[src/rtl/uart_pkg.sv]
// Shared types and helpers for the configurable UART: state encoding, parity modes,
// per-frame shadow configuration and parity/format helper functions.
package uart_pkg;

  localparam int CFG_DIV_W  = 16;
  localparam int MAX_DATA_W = 9;

  localparam logic [1:0] PAR_NONE = 2'd0;
  localparam logic [1:0] PAR_ODD  = 2'd1;
  localparam logic [1:0] PAR_EVEN = 2'd2;

  typedef enum logic [2:0] {
    IDLE   = 3'd0,
    START  = 3'd1,
    DATA   = 3'd2,
    PARITY = 3'd3,
    STOP   = 3'd4,
    BREAK  = 3'd5
  } tx_state_e;

  typedef struct packed {
    logic [CFG_DIV_W-1:0] div;
    logic [3:0]           data_bits;
    logic [1:0]           parity;
    logic                 stop2;
  } uart_cfg_t;

  // Out-of-range frame lengths fall back to 8 data bits.
  function automatic logic [3:0] eff_data_bits(input logic [3:0] bits);
    if ((bits >= 4'd5) && (bits <= 4'd9)) begin
      return bits;
    end else begin
      return 4'd8;
    end
  endfunction

  function automatic logic parity_en(input logic [1:0] mode);
    return (mode == PAR_ODD) || (mode == PAR_EVEN);
  endfunction

  // Only the low n bits take part; odd parity inverts the XOR reduction.
  function automatic logic parity_bit(input logic [MAX_DATA_W-1:0] data,
                                      input logic [3:0] n,
                                      input logic [1:0] mode);
    logic acc;
    acc = 1'b0;
    for (int i = 0; i < MAX_DATA_W; i++) begin
      if (i < int'(n)) begin
        acc = acc ^ data[i];
      end else begin
        acc = acc;
      end
    end
    return (mode == PAR_ODD) ? ~acc : acc;
  endfunction

endpackage

[src/rtl/sync_fifo.sv]
// Single-clock FIFO with occupancy count and a one-cycle flush that beats any push/pop.
module sync_fifo #(
  parameter int DATA_W = 9,
  parameter int DEPTH  = 8
) (
  input  logic                     clk,
  input  logic                     rst_n,
  input  logic                     push_i,
  input  logic                     pop_i,
  input  logic                     flush_i,
  input  logic [DATA_W-1:0]        wdata_i,
  output logic [DATA_W-1:0]        rdata_o,
  output logic                     full_o,
  output logic                     empty_o,
  output logic [$clog2(DEPTH):0]   level_o
);

  localparam int AW = $clog2(DEPTH);

  logic [DATA_W-1:0] mem_q [DEPTH];
  logic [AW-1:0]     wr_ptr_q;
  logic [AW-1:0]     rd_ptr_q;
  logic [AW:0]       level_q;
  logic              do_push_s;
  logic              do_pop_s;

  assign full_o    = (level_q == (AW+1)'(DEPTH));
  assign empty_o   = (level_q == '0);
  assign level_o   = level_q;
  assign rdata_o   = mem_q[rd_ptr_q];
  assign do_push_s = push_i && !full_o && !flush_i;
  assign do_pop_s  = pop_i && !empty_o && !flush_i;

  // Storage array.
  always_ff @(posedge clk or negedge rst_n) begin
    if (!rst_n) begin
      for (int i = 0; i < DEPTH; i++) begin
        mem_q[i] <= '0;
      end
    end else if (do_push_s) begin
      mem_q[wr_ptr_q] <= wdata_i;
    end
  end

  // Pointers wrap naturally because DEPTH is a power of two.
  always_ff @(posedge clk or negedge rst_n) begin
    if (!rst_n) begin
      wr_ptr_q <= '0;
      rd_ptr_q <= '0;
      level_q  <= '0;
    end else if (flush_i) begin
      wr_ptr_q <= '0;
      rd_ptr_q <= '0;
      level_q  <= '0;
    end else begin
      if (do_push_s) wr_ptr_q <= wr_ptr_q + AW'(1);
      if (do_pop_s)  rd_ptr_q <= rd_ptr_q + AW'(1);
      case ({do_push_s, do_pop_s})
        2'b10:   level_q <= level_q + (AW+1)'(1);
        2'b01:   level_q <= level_q - (AW+1)'(1);
        default: level_q <= level_q;
      endcase
    end
  end

endmodule

[src/rtl/uart_tx_cfg_fifo.sv]
// UART transmitter with run-time frame format, byte FIFO front end and break generation.
module uart_tx_cfg_fifo
  import uart_pkg::*;
#(
  parameter int DATA_W     = 9,
  parameter int FIFO_DEPTH = 8,
  parameter int DIV_W      = 16
) (
  input  logic                          clk,
  input  logic                          rst_n,
  input  logic [DIV_W-1:0]              cfg_div,
  input  logic [3:0]                    cfg_data_bits,
  input  logic [1:0]                    cfg_parity,
  input  logic                          cfg_stop2,
  input  logic                          break_req,
  input  logic                          flush,
  input  logic                          tx_valid,
  output logic                          tx_ready,
  input  logic [DATA_W-1:0]             tx_data,
  output logic                          tx,
  output logic                          busy,
  output logic [$clog2(FIFO_DEPTH):0]   fifo_level
);

  logic [DATA_W-1:0]           fifo_rdata_s;
  logic                        fifo_full_s;
  logic                        fifo_empty_s;
  logic [$clog2(FIFO_DEPTH):0] fifo_level_s;
  logic                        pop_s;
  logic                        launch_s;
  logic                        bit_end_s;
  uart_cfg_t                   cfg_live_s;

  tx_state_e         state_q,    state_d;
  uart_cfg_t         cfg_q,      cfg_d;
  logic [DIV_W-1:0]  cnt_q,      cnt_d;
  logic [3:0]        bit_idx_q,  bit_idx_d;
  logic [DATA_W-1:0] shreg_q,    shreg_d;
  logic              par_q,      par_d;
  logic              stop_idx_q, stop_idx_d;
  logic              brk_rel_q,  brk_rel_d;
  logic              tx_q,       tx_d;

  sync_fifo #(
    .DATA_W (DATA_W),
    .DEPTH  (FIFO_DEPTH)
  ) u_fifo (
    .clk     (clk),
    .rst_n   (rst_n),
    .push_i  (tx_valid),
    .pop_i   (pop_s),
    .flush_i (flush),
    .wdata_i (tx_data),
    .rdata_o (fifo_rdata_s),
    .full_o  (fifo_full_s),
    .empty_o (fifo_empty_s),
    .level_o (fifo_level_s)
  );

  assign cfg_live_s.div       = CFG_DIV_W'(cfg_div);
  assign cfg_live_s.data_bits = eff_data_bits(cfg_data_bits);
  assign cfg_live_s.parity    = cfg_parity;
  assign cfg_live_s.stop2     = cfg_stop2;
  assign bit_end_s            = (cnt_q == DIV_W'(cfg_q.div));

  assign tx         = tx_q;
  assign tx_ready   = !fifo_full_s;
  assign busy       = (state_q != IDLE) || !fifo_empty_s;
  assign fifo_level = fifo_level_s;

  // Bit sequencing; any frame or break end funnels into launch_s so the next frame starts with no gap.
  always_comb begin
    state_d    = state_q;
    cfg_d      = cfg_q;
    cnt_d      = cnt_q + DIV_W'(1);
    bit_idx_d  = bit_idx_q;
    shreg_d    = shreg_q;
    par_d      = par_q;
    stop_idx_d = stop_idx_q;
    brk_rel_d  = brk_rel_q;
    tx_d       = tx_q;
    pop_s      = 1'b0;
    launch_s   = 1'b0;

    case (state_q)
      IDLE: begin
        cnt_d    = '0;
        launch_s = 1'b1;
      end
      START: begin
        if (bit_end_s) begin
          state_d   = DATA;
          cnt_d     = '0;
          tx_d      = shreg_q[0];
          shreg_d   = {1'b0, shreg_q[DATA_W-1:1]};
          bit_idx_d = 4'd1;
        end else begin
          tx_d = 1'b0;
        end
      end
      DATA: begin
        if (bit_end_s) begin
          cnt_d = '0;
          if (bit_idx_q == cfg_q.data_bits) begin
            if (parity_en(cfg_q.parity)) begin
              state_d = PARITY;
              tx_d    = par_q;
            end else begin
              state_d    = STOP;
              tx_d       = 1'b1;
              stop_idx_d = 1'b0;
            end
          end else begin
            tx_d      = shreg_q[0];
            shreg_d   = {1'b0, shreg_q[DATA_W-1:1]};
            bit_idx_d = bit_idx_q + 4'd1;
          end
        end else begin
          tx_d = tx_q;
        end
      end
      PARITY: begin
        if (bit_end_s) begin
          state_d    = STOP;
          cnt_d      = '0;
          tx_d       = 1'b1;
          stop_idx_d = 1'b0;
        end else begin
          tx_d = tx_q;
        end
      end
      STOP: begin
        if (bit_end_s && cfg_q.stop2 && !stop_idx_q) begin
          stop_idx_d = 1'b1;
          cnt_d      = '0;
        end else if (bit_end_s) begin
          launch_s = 1'b1;
        end else begin
          tx_d = 1'b1;
        end
      end
      BREAK: begin
        // The recovery high period tracks the live divisor, not the shadow copy.
        if (break_req) begin
          tx_d      = 1'b0;
          cnt_d     = '0;
          brk_rel_d = 1'b0;
        end else if (!brk_rel_q) begin
          tx_d      = 1'b1;
          cnt_d     = '0;
          brk_rel_d = 1'b1;
        end else if (cnt_q == cfg_div) begin
          launch_s = 1'b1;
        end else begin
          tx_d = 1'b1;
        end
      end
      default: begin
        state_d = IDLE;
        cnt_d   = '0;
        tx_d    = 1'b1;
      end
    endcase

    if (launch_s) begin
      cnt_d = '0;
      if (break_req) begin
        state_d   = BREAK;
        tx_d      = 1'b0;
        brk_rel_d = 1'b0;
      end else if (!fifo_empty_s) begin
        state_d = START;
        tx_d    = 1'b0;
        pop_s   = 1'b1;
        cfg_d   = cfg_live_s;
        shreg_d = fifo_rdata_s;
        par_d   = parity_bit(MAX_DATA_W'(fifo_rdata_s), cfg_live_s.data_bits, cfg_live_s.parity);
      end else begin
        state_d = IDLE;
        tx_d    = 1'b1;
      end
    end else begin
      pop_s = 1'b0;
    end
  end

  // State and datapath registers; tx resets high so the line never glitches low.
  always_ff @(posedge clk or negedge rst_n) begin
    if (!rst_n) begin
      state_q    <= IDLE;
      cfg_q      <= '0;
      cnt_q      <= '0;
      bit_idx_q  <= '0;
      shreg_q    <= '0;
      par_q      <= 1'b0;
      stop_idx_q <= 1'b0;
      brk_rel_q  <= 1'b0;
      tx_q       <= 1'b1;
    end else begin
      state_q    <= state_d;
      cfg_q      <= cfg_d;
      cnt_q      <= cnt_d;
      bit_idx_q  <= bit_idx_d;
      shreg_q    <= shreg_d;
      par_q      <= par_d;
      stop_idx_q <= stop_idx_d;
      brk_rel_q  <= brk_rel_d;
      tx_q       <= tx_d;
    end
  end

endmodule

[config.mk]
export PLATFORM = sky130hd
export DESIGN_NAME = uart_tx_cfg_fifo
export DESIGN_NICKNAME = d
export VERILOG_FILES = /design/src/rtl/uart_pkg.sv /design/src/rtl/sync_fifo.sv /design/src/rtl/uart_tx_cfg_fifo.sv
export SDC_FILE = /design/constraint.sdc
export NUM_CORES = 1
export LEC_CHECK = 0
export CAP_MARGIN = 5
export CORE_AREA = 2 2 165 167
export DETAILED_ROUTE_END_ITERATION = 10
export DIE_AREA = 0 0 167 169
export PLACE_DENSITY = 0.54
export SLEW_MARGIN = 10
export SYNTH_ARGS = -nofsm -noshare
export SYNTH_HDL_FRONTEND = slang
export SYNTH_HIERARCHICAL = 1
export SYNTH_SLANG_ARGS = --single-unit
export TNS_END_PERCENT = 50
[constraint.sdc]
create_clock -name clk -period 5 [get_ports clk]
set_input_delay 0.5 -clock clk [delete_from_list [all_inputs] [get_ports clk]]
set_output_delay 0.5 -clock clk [all_outputs]
set_load 0.01 [all_outputs]
==> impl_metrics.env <==
export IMPL_status="complete, no violations"
export IMPL_die_x_um=167
export IMPL_critPathKind="in2reg"
export IMPL_clock_root_buffer="clkbuf_16"
export IMPL_wl_per_cell_um=16.7
export IMPL_synth_cells=563
export IMPL_p_leak_uw=0.00370
export IMPL_grt_pass1_vias=4916
export IMPL_seqCellArea_um2=3530
export IMPL_crit_required_ns=5.31
export IMPL_pre_cts_ws_ns=0.602
export IMPL_finalSetupViolCount=0
export IMPL_die_area_um2=28200
export IMPL_ios=44
export IMPL_antenna_found_initial=0
export IMPL_cts_clk_slew_worst_paths_ns=0.06
export IMPL_synth_area_leader_cell="dfrtp_1"
export IMPL_netlist_area_leader_share_pct=48.2
export IMPL_cts_max_path_buffers=2
export IMPL_critPathMaxStageDelay_ns=0.51
export IMPL_grt_use_total_pct=11.8
export IMPL_async_reset_ff_share_pct=100
export IMPL_yosysWarnings=6
export IMPL_synth_avg_cell_area_um2=12.9
export IMPL_placement_rows=60
export IMPL_tritoncts="yes"
export IMPL_crit_top_cell="a21oi_1"
export IMPL_fin_nets=646
export IMPL_gp_congestion=0.770
export IMPL_finish_instance_area_um2=8600
export IMPL_dr_total_vias=4458
export IMPL_grt_start_max_net_pins=88
export IMPL_first_iter_violations=198
export IMPL_slowest_stage="clkdlybuf4s50_1"
export IMPL_crit_arrival_ns=4.29
export IMPL_worstSetupStartpointType="input port"
export IMPL_ys_ff_latch=141
export IMPL_core_area_um2=26500
export IMPL_drt_vias_per_instance=4.66
export IMPL_setup_ws_ns=1.02
export IMPL_synth_area_leaders="dfrtp_1 48%, mux2_2 18%, mux4_2 5.6%"
export IMPL_hold_violations=0
export IMPL_cp_buffers_inverters=1
export IMPL_nFillCells=2613
export IMPL_drc=0
export IMPL_tightest_slew_ns=1.13
export IMPL_synth_fp_nets=607
export IMPL_antenna_left=0
export IMPL_io_buffers=43
export IMPL_rsz0062_at_grt="false"
export IMPL_final_period_utilization_pct=79.6
export IMPL_grt_pass1_wl_mm=26.3
export IMPL_cts_max_level=4
export IMPL_drive_above_1_share_pct=30.7
export IMPL_max_freq_ghz=0.251
export IMPL_first_pass_iters=4
export IMPL_gr_total_overflow=0
export IMPL_start_util_pct=27.5
export IMPL_wl_mm=16.0
export IMPL_cts_hold_buf=0
export IMPL_detailed_place_hpwl_mm=10.9
export IMPL_fin_tns_setup_ns=0
export IMPL_insertion_delay_ns=0.41
export IMPL_worst_path_max_fanout=5
export IMPL_ys_top_cells_by_count="140 x dfrtp_1, 117 x mux2_2, 46 x xnor2_1"
export IMPL_ys_types=56
export IMPL_post_dp_cell_area_um2=8020
export IMPL_synth_area_um2=7270
export IMPL_worstPathCellList="clkdlybuf4s50_1 -> and4bb_2 -> nand4_1 -> nor4_1 -> a221oi_2 -> nor3_4 -> o41ai_1 -> a21oi_1 -> nor2b_1 -> ha_1 -> a21oi_1 -> nand2_1 -> or4b_1 -> o311ai_1"
export IMPL_ctsResizeCount=0
export IMPL_post_route_util_pct=32.5
export IMPL_cts_buffers=17
export IMPL_skew_ns=0.00852
export IMPL_synth_edf_count=0
export IMPL_cts_setup_buffers=0
export IMPL_cts_sinks=141
export IMPL_synthFlopType="dfrtp_1"
export IMPL_peakVddDrop_mv=0.263
export IMPL_die_height_um=169
export IMPL_period_needed_ns=3.98
export IMPL_diodes=0
export IMPL_crit_family="simple AND/OR/NAND/NOR gates"
export IMPL_drv_cap=0
export IMPL_power_density_nw_per_um2=429
export IMPL_endpoint_kind="flop"
export IMPL_slew_headroom_pct=24.2
export IMPL_hold_class="in2async"
export IMPL_whs_ns=0.133
export IMPL_finalMaxSlewViolations=0
export IMPL_multiInputGateArea_um2=3550
export IMPL_ys_seq_area_share_pct=48.5
export IMPL_yosysMostFrequentCell="dfrtp_1"
export IMPL_syn_to_final_growth_pct=18.2
## sequential cells by signal (all words and copies together), names as in the netlist
signal           flops
u_fifo/wr_ptr_q      3
u_fifo/level_o       4
cfg_q               23
u_fifo/rd_ptr_q      3
u_fifo/mem_q        72
state_q              3
shreg_q              9
brk_rel_q            1
par_q                1
tx                   1
bit_idx_q            4
stop_idx_q           1
cnt_q               16
## layer usage
layer	vias up	GRT usage, %	part of all wire (%)
met1	2283	15.0	46
met2	67	20.3	51
met5	-	0	0
met4	0	3.45	0.98
li1	2096	-	-
met3	12	2.57	2.9
## final timing paths
path / start / end / slack (ns) / depth (start not counted)
min in group clk: u_fifo/mem_q[33] / u_fifo/mem_q[33] / 0.50 / 1
max in group asynchronous: rst_n / cfg_q[3] / 3.56 / 2
setup / recovery: break_req / u_fifo/level_o[3] / 1.02 / 14
hold reg to reg: u_fifo/mem_q[33] / u_fifo/mem_q[33] / 0.50 / 1
hold / removal: rst_n / u_fifo/level_o[0] / 0.13 / 1
setup reg to reg: cnt_q[5] / u_fifo/level_o[3] / 1.07 / 14
## per-stage QoR
| stage | power, uW | instances |
|---|---|---|
| finish | 3690 | 956 |
| detailed placement | 2470 | 924 |
| floorplan | 2220 | 563 |
| CTS | 3740 | 956 |
| global placement | 2430 | 924 |
| global route | 3910 | 956 |
## cell type report
type	instances	area share, %
clock buffer	20	5.19
clock inverter	12	1.61
inverter	8	0.349
multi-input combinational	385	41.3
sequential	141	41.0
tap	341	4.96
timing repair buffer	49	5.54
## cell usage in the layout (no fill, tap or decap), types with 5 or more instances in the layout
| cell | count |
|---|---|
| dfrtp_1 | 140 |
| mux2_2 | 117 |
| xnor2_1 | 46 |
| clkdlybuf4s50_1 | 42 |
| nor2_1 | 36 |
| xor2_1 | 22 |
| mux4_2 | 18 |
| clkbuf_16 | 17 |
| nand2_1 | 14 |
| nor2b_1 | 12 |
| nand3_1 | 12 |
| nand4_1 | 10 |
| mux2i_1 | 10 |
| a21oi_1 | 9 |
| inv_1 | 8 |
| nor3_1 | 6 |
| ha_1 | 6 |
| buf_4 | 6 |
| nand2_4 | 6 |
| and3_1 | 5 |
| o21ai_0 | 5 |
## cells by family after synthesis
kind of cell | count (synthesis) | synth area share [%]
AO/OA/AOI/OAI | 35 | 3.47
XOR/XNOR | 68 | 8.19
adder cells (fa/ha/maj) | 7 | 1.31
buffers and inverters | 37 | 2.65
flip-flops | 141 | 48.5
multiplexers | 147 | 25.4
AND/OR/NAND/NOR | 128 | 10.5
## power breakdown
part | switching, uW | leakage (uW) | total [uW] | internal [uW]
clock network | 498 | 0.000273 | 1250 | 752
logic | 374 | 0.00157 | 852 | 478
registers | 193 | 0.00185 | 1590 | 1400
Note: power is estimated with default switching activity, not from simulation.
